## config.mk

```make
export PLATFORM = sky130hd
export DESIGN_NAME = dual_stepper_pulser
export DESIGN_NICKNAME = d
export VERILOG_FILES = /design/src/rtl/stepper_pkg.sv /design/src/rtl/step_interval_timer.sv /design/src/rtl/dual_stepper_pulser.sv
export SDC_FILE = /design/constraint.sdc
export NUM_CORES = 1
export LEC_CHECK = 0
export ABC_AREA = 1
export BUFFER_PORTS_ARGS = -buffer_cell sky130_fd_sc_hd__buf_2
export CORE_UTILIZATION = 40
export DETAILED_ROUTE_END_ITERATION = 8
export PLACE_DENSITY_LB_ADDON = 0.08
export RECOVER_POWER = 100
export SETUP_SLACK_MARGIN = 0.1
export SLEW_MARGIN = 5
export SYNTH_ARGS = -nofsm -noshare
export SYNTH_HDL_FRONTEND = slang
export SYNTH_HIERARCHICAL = 1
export SYNTH_SLANG_ARGS = --single-unit
```

## constraint.sdc

```tcl
create_clock -name clk -period 3.8 [get_ports clk]
set_input_delay 0.38 -clock clk [delete_from_list [all_inputs] [get_ports clk]]
set_output_delay 0.38 -clock clk [all_outputs]
set_load 0.05 [all_outputs]
```

## src/rtl/stepper_pkg.sv

```systemverilog
// Shared types and default timing for the two-axis step/direction pulser.
package stepper_pkg;

  typedef enum logic [2:0] {
    IDLE  = 3'd0,
    SETUP = 3'd1,
    HIGH  = 3'd2,
    LOW   = 3'd3,
    DONE  = 3'd4
  } pulser_state_t;

  // Defaults also used by the controller to size its own wait timers.
  localparam int DEF_COUNT_W            = 8;
  localparam int DEF_DIR_SETUP_CYCLES   = 20;
  localparam int DEF_PULSE_HIGH_CYCLES  = 100;
  localparam int DEF_STEP_PERIOD_CYCLES = 2000;
  localparam int DEF_TIMER_W            = 16;

endpackage

```

## src/rtl/step_interval_timer.sv

```systemverilog
// Loadable down-counter; holds at zero and flags it so the FSM can
// reload it on every state transition.
module step_interval_timer #(
  parameter int TIMER_W = 16
) (
  input  logic               clk,
  input  logic               reset,
  input  logic               load_i,
  input  logic [TIMER_W-1:0] load_val_i,
  output logic               zero_o
);

  logic [TIMER_W-1:0] count_q;

  // Reload on request, otherwise count down and stop at zero.
  always_ff @(posedge clk or negedge reset) begin
    if (!reset) begin
      count_q <= '0;
    end else if (load_i) begin
      count_q <= load_val_i;
    end else if (count_q != '0) begin
      count_q <= count_q - TIMER_W'(1);
    end
  end

  assign zero_o = (count_q == '0);

endmodule

```

## src/rtl/dual_stepper_pulser.sv

```systemverilog
// Latches one move command and drives step/direction pins for two
// stepper drivers; both motors pulse in lockstep until each has emitted
// its commanded count, then the block reports ready again.
//
// state | meaning
// IDLE  | ready for a command, waiting for a dataReady rising edge
// SETUP | direction pins settled, waiting before the first step edge
// HIGH  | step pulse high for every motor with steps remaining
// LOW   | remainder of the step period, pins low
// DONE  | single-cycle busy acknowledge for a zero/zero command
module dual_stepper_pulser
  import stepper_pkg::*;
#(
  parameter int COUNT_W            = DEF_COUNT_W,
  parameter int DIR_SETUP_CYCLES   = DEF_DIR_SETUP_CYCLES,
  parameter int PULSE_HIGH_CYCLES  = DEF_PULSE_HIGH_CYCLES,
  parameter int STEP_PERIOD_CYCLES = DEF_STEP_PERIOD_CYCLES,
  parameter int TIMER_W            = DEF_TIMER_W
) (
  input  logic               clk,
  input  logic               reset,
  input  logic [COUNT_W-1:0] steps1,
  input  logic [COUNT_W-1:0] steps2,
  input  logic               dir1,
  input  logic               dir2,
  input  logic               dataReady,
  output logic               stepperReady,
  output logic               step1,
  output logic               step2,
  output logic               dirOut1,
  output logic               dirOut2,
  output logic               busy
);

  localparam logic [TIMER_W-1:0] SETUP_LD = TIMER_W'(DIR_SETUP_CYCLES - 1);
  localparam logic [TIMER_W-1:0] HIGH_LD  = TIMER_W'(PULSE_HIGH_CYCLES - 1);
  localparam logic [TIMER_W-1:0] LOW_LD   =
    TIMER_W'(STEP_PERIOD_CYCLES - PULSE_HIGH_CYCLES - 1);

  pulser_state_t      state_q, state_d;
  logic [COUNT_W-1:0] rem1_q, rem1_d, rem2_q, rem2_d;
  logic               dir1_q, dir1_d, dir2_q, dir2_d;
  logic               step1_q, step1_d, step2_q, step2_d;
  logic               ready_q, ready_d;
  logic               dr_q;
  logic               load;
  logic               tmr_load;
  logic [TIMER_W-1:0] tmr_val;
  logic               tmr_zero;

  step_interval_timer #(.TIMER_W(TIMER_W)) u_timer (
    .clk        (clk),
    .reset      (reset),
    .load_i     (tmr_load),
    .load_val_i (tmr_val),
    .zero_o     (tmr_zero)
  );

  // Edge detector resets high so a level already asserted at reset
  // release is not mistaken for a new command.
  always_ff @(posedge clk or negedge reset) begin
    if (!reset) dr_q <= 1'b1;
    else        dr_q <= dataReady;
  end

  assign load = dataReady && !dr_q && (state_q == IDLE);

  // Next-state, counter and registered-output logic.
  always_comb begin
    state_d  = state_q;
    rem1_d   = rem1_q;
    rem2_d   = rem2_q;
    dir1_d   = dir1_q;
    dir2_d   = dir2_q;
    step1_d  = step1_q;
    step2_d  = step2_q;
    ready_d  = ready_q;
    tmr_load = 1'b0;
    tmr_val  = '0;
    case (state_q)
      IDLE: begin
        if (load) begin
          rem1_d  = steps1;
          rem2_d  = steps2;
          dir1_d  = dir1;
          dir2_d  = dir2;
          ready_d = 1'b0;
          if (steps1 == '0 && steps2 == '0) begin
            state_d = DONE;
          end else begin
            state_d  = SETUP;
            tmr_load = 1'b1;
            tmr_val  = SETUP_LD;
          end
        end
      end
      SETUP: begin
        if (tmr_zero) begin
          state_d  = HIGH;
          tmr_load = 1'b1;
          tmr_val  = HIGH_LD;
          step1_d  = (rem1_q != '0);
          step2_d  = (rem2_q != '0);
        end
      end
      HIGH: begin
        if (tmr_zero) begin
          if (rem1_q != '0) rem1_d = rem1_q - COUNT_W'(1);
          if (rem2_q != '0) rem2_d = rem2_q - COUNT_W'(1);
          step1_d  = 1'b0;
          step2_d  = 1'b0;
          state_d  = LOW;
          tmr_load = 1'b1;
          tmr_val  = LOW_LD;
        end
      end
      LOW: begin
        if (tmr_zero) begin
          if (rem1_q == '0 && rem2_q == '0) begin
            state_d = IDLE;
            ready_d = 1'b1;
          end else begin
            state_d  = HIGH;
            tmr_load = 1'b1;
            tmr_val  = HIGH_LD;
            step1_d  = (rem1_q != '0);
            step2_d  = (rem2_q != '0);
          end
        end
      end
      DONE: begin
        state_d = IDLE;
        ready_d = 1'b1;
      end
      default: begin
        state_d = IDLE;
        ready_d = 1'b1;
        step1_d = 1'b0;
        step2_d = 1'b0;
      end
    endcase
  end

  // State and output registers; reset drops step pins immediately.
  always_ff @(posedge clk or negedge reset) begin
    if (!reset) begin
      state_q <= IDLE;
      rem1_q  <= '0;
      rem2_q  <= '0;
      dir1_q  <= 1'b0;
      dir2_q  <= 1'b0;
      step1_q <= 1'b0;
      step2_q <= 1'b0;
      ready_q <= 1'b1;
    end else begin
      state_q <= state_d;
      rem1_q  <= rem1_d;
      rem2_q  <= rem2_d;
      dir1_q  <= dir1_d;
      dir2_q  <= dir2_d;
      step1_q <= step1_d;
      step2_q <= step2_d;
      ready_q <= ready_d;
    end
  end

  assign stepperReady = ready_q;
  assign busy         = ~ready_q;
  assign step1        = step1_q;
  assign step2        = step2_q;
  assign dirOut1      = dir1_q;
  assign dirOut2      = dir2_q;

endmodule

```

* Yosys cells after proc, flatten, opt, wreduce, memory -nomap -nowiden
Index checks and enable logic that the tools add are counted.
** Operators by class
- Add/subtract/negate cells :: 3
- Equality and inequality tests :: 12
- Mux-type cells :: 43
- Bitwise gates (word level) :: 3
- Reduce and logical (&&, ||, !) cells :: 24
** Operators with widths (number)
- $mux W8 :: 6
- $pmux W11 S4 :: 1
- $logic_not A8 Y1 :: 4
- $mux W16 :: 2
- $pmux W8 S2 :: 2
- $mux W7 :: 3
- $logic_not A16 Y1 :: 1
- $ne A2 B2 Y1 const B :: 8
- $reduce_and A4 Y1 :: 4
- $reduce_bool A16 Y1 :: 1
- $reduce_bool A8 Y1 :: 2
- $sub A16 B1 Y16 const B :: 1
- $sub A8 B1 Y8 const B :: 2
- $mux W1 :: 15
- $mux W3 :: 5
- $pmux W3 S4 :: 1
- $mux W11 :: 1
- $mux W5 :: 2
- $pmux W1 S4 :: 2
- $eq A3 B2 Y1 const B :: 2
- $pmux W1 S3 :: 2
- $reduce_and A5 Y1 :: 1
- $logic_and A1 B1 Y1 :: 4
- $reduce_bool A2 Y1 :: 2
- other kinds (8) :: 11
** Word-level totals
- Flip-flop bits (word level) :: 41
- Input port bits :: 21
- Output and inout port bits :: 6
- Logic and storage cells :: 95

* Depth between registers and ports, before layout
- Word-level depth :: 6
- Gate-level depth with buffers :: 14
- Gate-level depth less buffers :: 13

* Hierarchy
Netlist, hierarchy kept.
** By module, submodules not included
- dual_stepper_pulser :: instances 1, cells an instance 272, area each 1711.6 µm², sequential area each 628.1 µm²
- step_interval_timer :: instances 1, cells an instance 168, area each 1133.6 µm², sequential area each 400.4 µm²

* Least setup slack after synthesis
OpenSTA, ideal clock, no wires.
- Kind :: reg-to-reg
- Start point :: register u_timer.count_q[0]
- End point :: register u_timer.count_q[3]
- Library setup time :: 77 ps
- Arrival time :: 2047 ps
- Data required time :: 3723 ps
- Setup slack :: 1675 ps
- Cell stages (with the launch flop) :: 13
- Path buffers :: 2
- Period minus slack after synthesis :: 2125 ps
- Path through :: dfrtp_1 -> inv_1 -> ha_1 -> nand2_2 -> nor2_2 -> nand3_1 -> nor3_1 -> inv_1 -> o21ai_0 -> buf_2 -> buf_4 -> nand2_1 -> a21oi_1
** Between the ends
- Word-level cells in the longest chain between the ends :: 4
- Elaborated cells between the ends (all ways) :: 12
- Classes of those cells :: add/sub: 1; mux: 8; reduce/logical: 3
** Ends and longest elaborated chain
- from (decl) :: line step_interval_timer.sv:13 : logic [TIMER_W-1:0] count_q;
- from (signal assigned) :: line step_interval_timer.sv:20 : count_q <= load_val_i;
- from (signal assigned) :: line step_interval_timer.sv:22 : count_q <= count_q - TIMER_W'(1);
- $logic_not A16 Y1 * :: line step_interval_timer.sv:26 : assign zero_o = (count_q == '0);
- named net tmr_zero :: line dual_stepper_pulser.sv:49 : logic tmr_zero;
- $mux W1, on equally long branches :: line dual_stepper_pulser.sv:118, dual_stepper_pulser.sv:98, dual_stepper_pulser.sv:107
- $pmux W1 S3 * :: line dual_stepper_pulser.sv:80 : case (state_q)
- named net tmr_load :: line dual_stepper_pulser.sv:47 : logic tmr_load;
- $mux W16 / $reduce_bool A2 Y1 (equally long branches)
The timed path passes the listed nets; every way through them passes the cells marked *. The select of a mux whose other input is x is not followed.
A chain may end at the register's enable or synchronous reset.

* Final worst setup path
Same ends and word-level chain as after synthesis.

==> results by group <==
Status
  – Outcome: complete, but fails checks
  – Failing checks: capacitance limit, slew limit

Yosys
  – Simple-gate share of the synthesized area: 0.4345
  – Post-Synth XOR/XNOR Area: 0.01539
  – Async S/R FF share, synth: 1.000
  – Post-Syn Instances: 440
  – Post-synthesis compound-gate area fraction: 0.08223
  – Number of library cell types mapped by synthesis: 31
  – Number of synthesized flops with an enable pin: 0
  – Post-Syn Area per Cell: 6.466 um^2
  – Yosys warnings: 6
  – Sequential fraction of the synthesis area: 0.3615
  – Post-synthesis adder-cell area fraction: 0.01319
  – Post-Syn Area: 2845 um^2
  – Mux contribution to synthesized area: 0
  – Largest family of logic cells by synthesized area: simple AND/OR/NAND/NOR gates
  – Post-synth top flop: dfrtp_1
  – Yosys reg bits: 41

Clocking
  – Resized Gates After CTS: 0
  – CTS tree: done
  – Clock-pin slew on the worst setup and hold paths: 0.08 ns
  – CTS buffer count: 5
  – H-Tree Depth: 2
  – # Post-CTS Setup Buffers: 0
  – Cts hold-fix bufs: 0
  – Sink Count: 41
  – Max Root-Sink Buffers: 2
  – Worst-Skew Late Latency: 0.30 ns
  – Clk root buf: clkbuf_8

Drt
  – Vias per cell: 4.634
  – Routed len/inst: 11.18 um
  – DR pass1 iterations: 5
  – Antenna Nets Post-Route: 0
  – DRC: 0
  – WL final: 6.363 mm
  – Iter 0 DRT Violations: 185
  – Via count: 2637

Global route
  – Largest net degree at the start of global routing: 42
  – Vias in the first global route: 2430
  – First-pass GRT wire length: 11.19 mm
  – Grt ovf: 0
  – Initial antenna violation count: 0
  – Total GRT Usage: 0.1901

Place
  – IO Port Bufs: 26
  – RePlAce Congestion: 0.7835
  – Placed Cells: 561
  – Detailed Place HPWL: 4.750 mm

Setup path
  – Startpoint types: register
  – CP startpoint: u_timer/count_q[0]
  – Worst EP arrival: 3.17 ns
  – Critical setup path kind: reg -> reg
  – Worst-path fanout max: 20
  – RR Startpoint: u_timer/count_q[0]
  – Critical path capture point type: register
  – Critical Path RT: 4.03 ns

STA
  – Max Clock Skew: 0.003127 ns
  – Slew headroom: -0.5312
  – # setup viols final: 0
  – Final max-slew violation count: 42
  – Fmax: 0.3396 GHz
  – RSZ-0062 raised after global routing: no
  – Count of final hold-check violations: 0
  – Min Clock Period, post-route: 2.944 ns
  – Tcrit/Tclk final: 0.7748
  – TNS Setup: 0 ns
  – Worst slew pin tran: 2.297 ns

Layout
  – Share of layout cells above drive strength 1: 0.09937
  – Area Growth Syn to Fin: 9.543%
  – Final cell count without fillers: 569
  – Most common cell after layout, fill and taps aside: nand2_1
  – N_diodes: 0
  – Nets: 496
  – Most frequent cells in the layout: nand2_1 (179), nor2_1 (54), inv_1 (52)

Floorplanning
  – Die W: 86.34 um
  – Die Y: 86.34 um
  – Rows: 30
  – Initial Util: 0.4165
  – I/O Pins: 27
  – DIE AREA: 7455 um^2
  – Core area: 6832 um^2

Power and ir drop
  – Worst VDD drop: 0.4150 mV
  – PD cells: 816.0 nW/um^2
  – Leak Pwr: 0.001675 uW

Min path
  – Worst Hold Class: in -> reg
  – Worst Hold Launch: dataReady

Flow run
  – Max Cap Viol: 1
==> through the flow <==
| stage | hold slack, ns | worst slack [ns] | area [um^2] | utilization | total power, uW |
|---|---|---|---|---|---|
| finish | 0.1630 | 0.8557 | 3117 | 0.4562 | 2543 |
| global route | 0.1692 | 0.3872 | 3117 | 0.4562 | 2830 |
| CTS | 0.1750 | 1.039 | 3151 | 0.4612 | 2601 |
| detailed placement | 0.4607 | 1.064 | 3063 | 0.4484 | 2293 |
| global placement | 0.4573 | 1.134 | 3063 | 0.4484 | 2294 |
| floorplan | 0.08441 | 1.675 | 2868 | - | 2024 |
==> power by group <==
part	internal (uW)	switching [uW]	total, uW
Sequential	638	178	816
Clock	130	169	298
Combinational	455	974	1430
Total	1220	1320	2540
==> sequential cells by signal, indices dropped and copies added, names as in the netlist <==
name and count:
stepperReady 1, step2 1, rem1_q 8, dirOut1 1
dr_q 1, dirOut2 1, rem2_q 8, u_timer/count_q 16
step1 1, state_q 3
==> kinds of logic (layout without fill, tap and decap cells) <==
logic type	after synthesis	in the layout
buf+inv	61	88
flops	41	41
other cells	1	7
compound gates	42	42
simple gates	287	287
xor+xnor	5	5
fa+ha+maj	3	3
==> worst paths after layout <==
check | endpoint | slack [ns] | depth (start not counted)
max | u_timer/count_q[3] | 0.86 | 13
min | dr_q | 0.16 | 1
max reg2reg | u_timer/count_q[3] | 0.86 | 13
min reg2reg | stepperReady | 0.48 | 2
max in group asynchronous | u_timer/count_q[2] | 1.74 | 1
min in group asynchronous | rem1_q[3] | 0.76 | 1
==> cell usage after synthesis (2+ instances only) <==
| library cell | number | area (um^2) |
|---|---|---|
| a21oi_1 | 4 | 20.02 |
| buf_2 | 2 | 10.01 |
| buf_4 | 2 | 15.01 |
| buf_6 | 3 | 33.78 |
| dfrtp_1 | 39 | 975.9 |
| dfstp_2 | 2 | 52.55 |
| ha_1 | 3 | 37.54 |
| inv_1 | 50 | 187.7 |
| inv_2 | 3 | 11.26 |
| nand2_1 | 175 | 656.9 |
| nand2_2 | 6 | 37.54 |
| nand3_1 | 25 | 125.1 |
| nand3_2 | 2 | 20.02 |
| nand3b_1 | 4 | 30.03 |
| nand4_1 | 5 | 31.28 |
| nor2_1 | 52 | 195.2 |
| nor2_2 | 9 | 56.30 |
| nor2_4 | 3 | 33.78 |
| nor3_1 | 3 | 15.01 |
| o21a_1 | 2 | 15.01 |
| o21ai_0 | 26 | 130.1 |
| o21ai_1 | 4 | 20.02 |
| o21ai_2 | 3 | 26.28 |
| o21bai_1 | 3 | 22.52 |
| xnor2_1 | 3 | 26.28 |
| xor2_1 | 2 | 17.52 |
==> final cells by class <==
cell class	instances	area [um^2]
fill	752	3715
timing repair buffer	27	127.6
sequential	41	1028
inverter	53	198.9
multi-input combinational	344	1554
tap	96	120.1
clock buffer	6	72.57
clock inverter	2	15.01
==> layer usage <==
metal  vias to the layer above  part of all wire  track usage
li1                       1416                 -            -
met1                      1167              0.50       0.2616
met2                        47              0.45       0.3153
met3                         7             0.036      0.03143
met4                         0            0.0093      0.04091
met5                         -                 0            0
==> critical path: stages (launching register included) <==
cell and delay, ns:
dfrtp_1 0.38, inv_1 0.10, ha_1 0.23, nand2_1 0.16, nor2_1 0.20, nand3_1 0.13, nor3_1 0.33, inv_1 0.16
o21ai_0 0.18, buf_4 0.25, inv_1 0.22, nand3_1 0.30, inv_1 0.10, a21oi_1 0.13
Power figures use the tool's default switching activity.
